File: src/rtl/car_collision_if.sv
// Scan request, frog/car position buses and collision results shared between
// the multi-car controller side and the collision detector.
interface car_collision_if #(
    parameter int NUM_CARS = 10,
    parameter int POS_W    = 6
);
    logic                      i_Scan_Start;
    logic [POS_W-1:0]          i_Frog_X;
    logic [POS_W-1:0]          i_Frog_Y;
    logic [NUM_CARS*POS_W-1:0] i_Car_X;
    logic [NUM_CARS*POS_W-1:0] i_Car_Y;
    logic                      o_Busy;
    logic                      o_Scan_Done;
    logic                      o_Hit;
    logic [3:0]                o_Hit_Car;
    logic [1:0]                o_Lives;
    logic                      o_Game_Over;

    modport master (
        output i_Scan_Start, i_Frog_X, i_Frog_Y, i_Car_X, i_Car_Y,
        input  o_Busy, o_Scan_Done, o_Hit, o_Hit_Car, o_Lives, o_Game_Over
    );

    modport slave (
        input  i_Scan_Start, i_Frog_X, i_Frog_Y, i_Car_X, i_Car_Y,
        output o_Busy, o_Scan_Done, o_Hit, o_Hit_Car, o_Lives, o_Game_Over
    );
endinterface

File: src/rtl/car_collision_detect.sv
// Per-frame collision checker: snapshots frog and car positions, walks one car
// per clock, and tracks hits, lives, post-hit grace and game-over.
//
// state       | meaning
// ------------+---------------------------------------------------------
// S_IDLE      | waiting for a scan request
// S_SCAN      | comparing frog against car idx, one car per clock
// S_REPORT    | one cycle with o_Scan_Done (and o_Hit) asserted
// S_GAME_OVER | terminal, outputs frozen until i_Reset
module car_collision_detect #(
    parameter int NUM_CARS      = 10,
    parameter int POS_W         = 6,
    parameter int c_MAX_X       = 20,
    parameter int CAR_LEN       = 2,
    parameter int c_START_LIVES = 3,
    parameter int c_GRACE_SCANS = 4
) (
    input logic            i_Clk,
    input logic            i_Reset,
    car_collision_if.slave bus
);
    localparam int GW = $clog2(c_GRACE_SCANS + 1);

    localparam logic [1:0] S_IDLE      = 2'd0;
    localparam logic [1:0] S_SCAN      = 2'd1;
    localparam logic [1:0] S_REPORT    = 2'd2;
    localparam logic [1:0] S_GAME_OVER = 2'd3;

    localparam logic [POS_W:0]  WRAP        = (POS_W+1)'(c_MAX_X + 1);
    localparam logic [POS_W:0]  LEN         = (POS_W+1)'(CAR_LEN);
    localparam logic [3:0]      LAST_IDX    = 4'(NUM_CARS - 1);
    localparam logic [GW-1:0]   GRACE_LOAD  = GW'(c_GRACE_SCANS);
    localparam logic [1:0]      START_LIVES = 2'(c_START_LIVES);

    logic [1:0]                state;
    logic [3:0]                idx;
    logic [GW-1:0]             grace;
    logic [POS_W-1:0]          snap_frog_x;
    logic [POS_W-1:0]          snap_frog_y;
    logic [NUM_CARS*POS_W-1:0] snap_car_x;
    logic [NUM_CARS*POS_W-1:0] snap_car_y;

    logic                      scan_done;
    logic                      hit;
    logic [3:0]                hit_car;
    logic [1:0]                lives;
    logic                      game_over;

    logic [POS_W-1:0]          car_x;
    logic [POS_W-1:0]          car_y;
    logic [POS_W:0]            d_raw;
    logic [POS_W:0]            d;
    logic                      car_hit;

    // Distance from the car's tail to the frog, folded onto the wrapped X axis.
    always_comb begin
        car_x   = snap_car_x[idx*POS_W +: POS_W];
        car_y   = snap_car_y[idx*POS_W +: POS_W];
        d_raw   = {1'b0, snap_frog_x} - {1'b0, car_x};
        d       = d_raw[POS_W] ? (d_raw + WRAP) : d_raw;
        car_hit = (car_y == snap_frog_y) && (d < LEN);
    end

    always_ff @(posedge i_Clk) begin
        if (i_Reset) begin
            state     <= S_IDLE;
            idx       <= '0;
            grace     <= '0;
            scan_done <= 1'b0;
            hit       <= 1'b0;
            hit_car   <= '0;
            lives     <= START_LIVES;
            game_over <= 1'b0;
        end else begin
            scan_done <= 1'b0;
            hit       <= 1'b0;
            case (state)
                S_IDLE: begin
                    if (bus.i_Scan_Start) begin
                        snap_frog_x <= bus.i_Frog_X;
                        snap_frog_y <= bus.i_Frog_Y;
                        snap_car_x  <= bus.i_Car_X;
                        snap_car_y  <= bus.i_Car_Y;
                        idx         <= '0;
                        state       <= S_SCAN;
                    end
                end
                S_SCAN: begin
                    if (car_hit || (idx == LAST_IDX)) begin
                        state     <= S_REPORT;
                        scan_done <= 1'b1;
                        if (car_hit && (grace == '0)) begin
                            hit     <= 1'b1;
                            hit_car <= idx;
                            grace   <= GRACE_LOAD;
                            lives   <= lives - 2'd1;
                            if (lives == 2'd1)
                                game_over <= 1'b1;
                        end else if (grace != '0) begin
                            grace <= grace - GW'(1);
                        end
                    end else begin
                        idx <= idx + 4'd1;
                    end
                end
                S_REPORT: begin
                    state <= game_over ? S_GAME_OVER : S_IDLE;
                end
                default: begin
                    state <= S_GAME_OVER;
                end
            endcase
        end
    end

    assign bus.o_Busy      = (state == S_SCAN) || (state == S_REPORT);
    assign bus.o_Scan_Done = scan_done;
    assign bus.o_Hit       = hit;
    assign bus.o_Hit_Car   = hit_car;
    assign bus.o_Lives     = lives;
    assign bus.o_Game_Over = game_over;
endmodule

File: src/flat_wrapper.sv
// flat-port wrapper written by rule: the top's interface ports become plain ports
module car_collision_detect_flat 
#(
    parameter int NUM_CARS      = 10,
    parameter int POS_W         = 6,
    parameter int c_MAX_X       = 20,
    parameter int CAR_LEN       = 2,
    parameter int c_START_LIVES = 3,
    parameter int c_GRACE_SCANS = 4
)
  (i_Clk, i_Reset, bus_i_Scan_Start, bus_i_Frog_X, bus_i_Frog_Y, bus_i_Car_X, bus_i_Car_Y, bus_o_Busy, bus_o_Scan_Done, bus_o_Hit, bus_o_Hit_Car, bus_o_Lives, bus_o_Game_Over);
  car_collision_if #(.NUM_CARS(NUM_CARS), .POS_W(POS_W)) bus_i ();
  input logic i_Clk;
  input logic i_Reset;
  input wire logic [$bits(bus_i.i_Scan_Start)-1:0] bus_i_Scan_Start;
  input wire logic [$bits(bus_i.i_Frog_X)-1:0] bus_i_Frog_X;
  input wire logic [$bits(bus_i.i_Frog_Y)-1:0] bus_i_Frog_Y;
  input wire logic [$bits(bus_i.i_Car_X)-1:0] bus_i_Car_X;
  input wire logic [$bits(bus_i.i_Car_Y)-1:0] bus_i_Car_Y;
  output wire logic [$bits(bus_i.o_Busy)-1:0] bus_o_Busy;
  output wire logic [$bits(bus_i.o_Scan_Done)-1:0] bus_o_Scan_Done;
  output wire logic [$bits(bus_i.o_Hit)-1:0] bus_o_Hit;
  output wire logic [$bits(bus_i.o_Hit_Car)-1:0] bus_o_Hit_Car;
  output wire logic [$bits(bus_i.o_Lives)-1:0] bus_o_Lives;
  output wire logic [$bits(bus_i.o_Game_Over)-1:0] bus_o_Game_Over;
  assign bus_i.i_Scan_Start = bus_i_Scan_Start;
  assign bus_i.i_Frog_X = bus_i_Frog_X;
  assign bus_i.i_Frog_Y = bus_i_Frog_Y;
  assign bus_i.i_Car_X = bus_i_Car_X;
  assign bus_i.i_Car_Y = bus_i_Car_Y;
  assign bus_o_Busy = bus_i.o_Busy;
  assign bus_o_Scan_Done = bus_i.o_Scan_Done;
  assign bus_o_Hit = bus_i.o_Hit;
  assign bus_o_Hit_Car = bus_i.o_Hit_Car;
  assign bus_o_Lives = bus_i.o_Lives;
  assign bus_o_Game_Over = bus_i.o_Game_Over;
  car_collision_detect #(.NUM_CARS(NUM_CARS), .POS_W(POS_W), .c_MAX_X(c_MAX_X), .CAR_LEN(CAR_LEN), .c_START_LIVES(c_START_LIVES), .c_GRACE_SCANS(c_GRACE_SCANS)) u_core (.i_Clk(i_Clk), .i_Reset(i_Reset), .bus(bus_i));
endmodule
File: config.mk
export PLATFORM = sky130hd
export DESIGN_NAME = car_collision_detect_flat
export DESIGN_NICKNAME = d
export VERILOG_FILES = /design/src/rtl/car_collision_if.sv /design/src/rtl/car_collision_detect.sv /design/src/flat_wrapper.sv
export SDC_FILE = /design/constraint.sdc
export NUM_CORES = 1
export LEC_CHECK = 0
export ABC_CLOCK_PERIOD_IN_PS = 8500
export BUFFER_PORTS_ARGS = -buffer_cell sky130_fd_sc_hd__buf_2
export CAP_MARGIN = 20
export CORE_MARGIN = 2
export CORE_UTILIZATION = 25
export CTS_CLUSTER_SIZE = 16
export DETAILED_ROUTE_END_ITERATION = 10
export PLACE_DENSITY = 0.46
export SLEW_MARGIN = 10
export SYNTH_ARGS = -nofsm -noshare
export SYNTH_HDL_FRONTEND = slang
export SYNTH_SLANG_ARGS = --single-unit
File: constraint.sdc
create_clock -name i_Clk -period 8.5 [get_ports i_Clk]
set_input_delay 0.85 -clock i_Clk [delete_from_list [all_inputs] [get_ports i_Clk]]
set_output_delay 0.85 -clock i_Clk [all_outputs]
set_load 0.01 [all_outputs]
After elaboration in Yosys (flattened, before gate mapping)
Index checks and enable logic that the tools add are counted.
Widths: inputs -> output; s select.
{ "op_classes": {"n_addsub": 5, "n_mul": 1, "magnitude_cmp": 1, "eq_ne": 8, "n_shift": 2, "n_mux": 12, "bitwise_logic": 3, "n_reduce_logical": 17} }
{ "ops": {"columns": ["op", "count"], "rows": [
  ["$shiftx 60x8->6", 2],
  ["$reduce_and 3->1", 4],
  ["$mux 4", 2],
  ["$pmux 4 s2", 1],
  ["$add 7x5->7 const B", 1],
  ["$lt 7x2->1 const B", 1],
  ["$mux 7", 1],
  ["$sub 6x6->7", 1],
  ["$eq 6x6->1", 1],
  ["$mul 4x2->6 const B", 1],
  ["$mux 2", 3],
  ["$mux 3", 2],
  ["$pmux 2 s3", 1],
  ["$add 4x1->4 const B", 1],
  ["$eq 2x1->1 const B", 2],
  ["$eq 4x4->1 const B", 1],
  ["$ne 2x2->1 const B", 2],
  ["$reduce_and 4->1", 1],
  ["$reduce_bool 2->1", 2],
  ["$logic_not 3->1", 1],
  ["$not 1->1", 3],
  ["$reduce_bool 3->1", 1],
  ["$reduce_or 3->1", 1],
  ["$sub 3x1->3 const B", 1],
  ["9 further kinds", 12]
]} }
{ "word_totals": {"reg_bits": 150, "inputBits": 135, "word_cells": 61} }

Depth between registers and ports, before layout
{ "logic_depth": {"ltp_word": 10, "mapped_depth": 20, "mapped_depth_nobuf": 16} }

Worst setup path before layout
Ideal clock, no wire load.
{ "synth_timing": {"kind": "in2reg", "startpoint": "input i_Reset", "endpoint": "register u_core.snap_car_x[0] (enable)", "setup_time_ps": 624, "t_arrival_ps": 6733, "required_time_ps": 7876, "slack_ps": 1143, "path_stages": 3, "n_path_buf": 2, "path_cell_list": "clkbuf_1 > clkbuf_1 > nor2_1"} }
{ "synth_via": {"elab_chain_len": 2} }
{ "synth_rtl": {"columns": ["element", "line_no", "rtl"], "rows": [
  ["from (decl)", "flat_wrapper.sv:14", "input logic i_Reset;"],
  ["$not 1->1 (no line)", null, null],
  ["$reduce_and 3->1 (no line)", null, null],
  ["to (signal assigned)", "car_collision_detect.sv:82", "snap_car_x <= bus.i_Car_X;"],
  ["to (decl)", "car_collision_detect.sv:40", "logic [NUM_CARS*POS_W-1:0] snap_car_x;"]
]} }
No other way between the ends.
A chain may end at the register's enable or synchronous reset.

Worst setup path after layout
{ "layout_timing": {"startpoint": "register u_core.idx[3]", "endpoint": "register u_core.idx[0]"} }
{ "layout_via": {"elab_chain_len": 10, "word_cells_on_any_way": 13, "classes_between": "2 x add/sub; 1 x mul; 1 x order compare; 3 x eq/ne; 2 x shift; 1 x mux; 3 x reduce/logical"} }
{ "layout_rtl": {"columns": ["element", "line_no", "rtl"], "rows": [
  ["from (decl)", "car_collision_detect.sv:36", "logic [3:0] idx;"],
  ["from (signal assigned)", "car_collision_detect.sv:103", "idx <= idx + 4'd1;"],
  ["$mul 4x2->6", "car_collision_detect.sv:57, car_collision_detect.sv:58", null],
  ["$shiftx 60x8->6", "car_collision_detect.sv:57", "car_x = snap_car_x[idx*POS_W +: POS_W];"],
  ["$sub 6x6->7", "car_collision_detect.sv:59", "d_raw = {1'b0, snap_frog_x} - {1'b0, car_x};"],
  ["$add 7x5->7", "car_collision_detect.sv:60", "d = d_raw[POS_W] ? (d_raw + WRAP) : d_raw;"],
  ["$mux 7", "car_collision_detect.sv:60", null],
  ["$lt 7x2->1", "car_collision_detect.sv:61", "car_hit = (car_y == snap_frog_y) && (d < LEN);"],
  ["$logic_and 1x1->1", "car_collision_detect.sv:61", null],
  ["$logic_or 1x1->1 (*)", "car_collision_detect.sv:89", "if (car_hit || (idx == LAST_IDX)) begin"],
  ["$ne 2x2->1 (no line) (*)", null, null],
  ["$reduce_and 3->1 (no line) (*)", null, null]
]} }
Mark *: on every way between the ends. The rest lies on a longest branch, timed or not.

==> metrics <==
status completed; initial antenna violation count 1; # hold bufs at CTS 0; critical path launch point u_core.idx[3]$_SDFFE_PP0P_; critical path endpoint category flip-flop; crit-path max FO 17; fraction of layout cells with a size suffix above 1 0.386; setup_tns 0 ns; Final WS setup between 3 and 4 ns; ant diodes 0; Peak supply drop 0.157 mV; Final ANT Viol Nets 0; latest clock arrival within the worst-skew pair 0.42 ns; Hold Violations, Final 0; Setup Buffers After CTS 0; PortBufs 144; YS warnings 0; hpwl dp 11.3 mm; die footprint 27600 sq um; hold path start u_core.grace[0]$_SDFFE_PP0P_; most numerous cell in the Yosys netlist edfxtp_1; clk slew on worst S/H paths around 0.060 ns; Critical Path AT a little over 5 ns; nets@finish roughly 730; post-DR vias/cell 4.52; WL final 15.9 mm; Vias 4188; Met1 Routed Length 7.00 mm; top routing layer in use met5; CTS Root Cell clkbuf_16; placed cells 893; Mapped Nets 582; Max Cap Viol 0; WHS 0.495 ns; Hold Crit Class flip-flop to flip-flop; Worst EP required approximately 9 ns; GRT Util Overall 0.118; post-synthesis sequential area ratio 0.658; clock sink count 150; CTS Buffer Depth 2; Reg2Reg Launch Point u_core.idx[3]$_SDFFE_PP0P_; TritonCTS Buffers 17; synthesized cell area 6570 sq um; final setup vio count 0; wire length on met2 7.96 mm; largest net degree at the start of global routing 88; Post-synth EDFFs 132; Mapped Avg Cell Area 15.4 sq um; skew final roughly 0.0055 ns; Place WS 3.70 ns; synth unique cells 63; Pwr Density between 200 and 300 nW/um^2; flops & latches, synth 150; Wirelength per Cell 17.2 um; cts repair resizes 0; Area Growth Syn to Fin 26.0%; metal3 WL 698 um; DRC violations left 0; final worst-path cycle share 0.575; CTS tree built; nature of the critical path startpoint flip-flop; ys async rst share 0; cell taking the most area after synthesis edfxtp_1; Max H-tree Level 4; Ports 145; Non-Filler Instances about 930; RSZ-0062 raised after global routing no; Iteration-0 DRC Markers 256; Die Height 166 um; number of cell rows 59; Final Util 0.320; Slew Limit Fails 0; area of the core 25900 sq um; drt first pass iters 6; critical path class flip-flop to flip-flop; Main synth FF type edfxtp_1; Worst Tran Pin Value 0.771 ns; first-pass GRT wire length 24.8 mm; gr ovfl total 0; vias in the first global route 4379; Die W 166 um; top post-synthesis cells by count 132 x edfxtp_1, 21 x mux2i_1, 20 x mux4_2; routability cong. between 0.7 and 0.8; Max transition margin 0.486; P_leak 3.04 nW; dominant cells by area after synthesis edfxtp_1 60%, mux4_2 6.9%, dfxtp_1 5.5%; Final Critical Period 4.88 ns; post-synth top area share 0.603; fmax 0.205 GHz; Syn Inst Count between 400 and 500; Initial Util 0.254
-- critical path, cell delays in order (launching register included) --
cell and delay (ns):
dfxtp_1 0.70, inv_1 0.43, nor2_1 0.47, a221oi_1 0.16, or2_2 0.34, fa_1 0.58
ha_1 0.25, a211oi_1 0.21, o21ai_0 0.13, a41oi_1 0.18, o2111ai_1 0.17, a211oi_1 0.48
and2_4 0.31, nor2_1 0.07, o31a_1 0.29
-- metal layers --
metal  vias up  global-route usage
met5         -                   0
met3        18              0.0260
li1       2002                   -
met1      2036               0.150
met2       130               0.197
met4         2              0.0439
-- area by class of cell --
| cell class | count | area (sq um) |
|---|---|---|
| Fill cell | 2569 | 17600 |
| Sequential cell | 150 | 4330 |
| Multi-Input combinational cell | 243 | 2100 |
| Timing Repair Buffer | 150 | 786 |
| Clock buffer | 17 | 425 |
| Tap cell | 335 | 419 |
| Clock inverter | 15 | 166 |
| Inverter | 16 | 60.1 |
-- registers in the layout, indices dropped and copies added (netlist names) --
signal	flops
u_core.idx	4
u_core.state	2
u_core.snap_car_y	60
u_core.grace	3
u_core.snap_car_x	60
u_core.bus.o_Hit	1
u_core.bus.o_Hit_Car	4
u_core.snap_frog_y	6
u_core.snap_frog_x	6
u_core.bus.o_Scan_Done	1
u_core.bus.o_Game_Over	1
u_core.bus.o_Lives	2
-- worst paths after layout --
kind / end / slack, ns / cells after the start
hold / removal: u_core.grace[0]$_SDFFE_PP0P_ / 0.49 / 2
setup reg to reg: u_core.idx[0]$_SDFFE_PP0P_ / 3.62 / 14
hold reg to reg: u_core.grace[0]$_SDFFE_PP0P_ / 0.49 / 2
setup / recovery: u_core.idx[0]$_SDFFE_PP0P_ / 3.62 / 14
-- where the power goes --
part / leakage [nW] / total [mW] / internal, mW / switching (mW)
clock network: 0.284 / 0.760 / 0.440 / 0.320
registers: 1.37 / 0.948 / 0.908 / 0.0401
logic: 1.39 / 0.458 / 0.201 / 0.257
-- metrics by stage --
step | power [mW] | area, sq um
finish | 2.17 | 8290
global route | 2.28 | 8290
CTS | 2.20 | 8260
detailed placement | 1.42 | 7670
global placement | 1.41 | 7670
floorplan | 1.30 | 6570
-- layout by cell type (no fill, tap or decap), types with 3 or more instances in the layout --
cell type / netlist / routed
buf_2: 7 / 144
or2_2: 6 / 6
a21o_1: 3 / 3
inv_6: 0 / 5
mux4_2: 20 / 20
xor2_1: 4 / 4
mux2i_1: 21 / 21
a221oi_1: 6 / 6
nand3_1: 9 / 9
dfxtp_1: 18 / 16
o211ai_1: 5 / 5
mux2_2: 10 / 10
a211o_1: 3 / 3
a31oi_1: 5 / 5
edfxtp_1: 132 / 132
o21ai_0: 15 / 15
a21oi_1: 17 / 17
nor2_1: 19 / 18
clkbuf_16: 0 / 17
o2111ai_1: 3 / 3
buf_4: 0 / 5
a211oi_1: 4 / 4
nand2_1: 19 / 19
ha_1: 18 / 18
inv_1: 16 / 16
nor3_1: 10 / 10
-- logic make-up after synthesis --
kind of cell | Yosys count | synth area share
DFF | 150 | 0.658
buffers and inverters | 35 | 0.0236
muxes | 51 | 0.118
and+or+nand+nor | 86 | 0.0691
adders and majority gates | 19 | 0.0373
xor gates and xnor gates | 4 | 0.00533
AOI/OAI and AO/OA | 83 | 0.0893
Note: power is estimated with default switching activity, not from simulation.
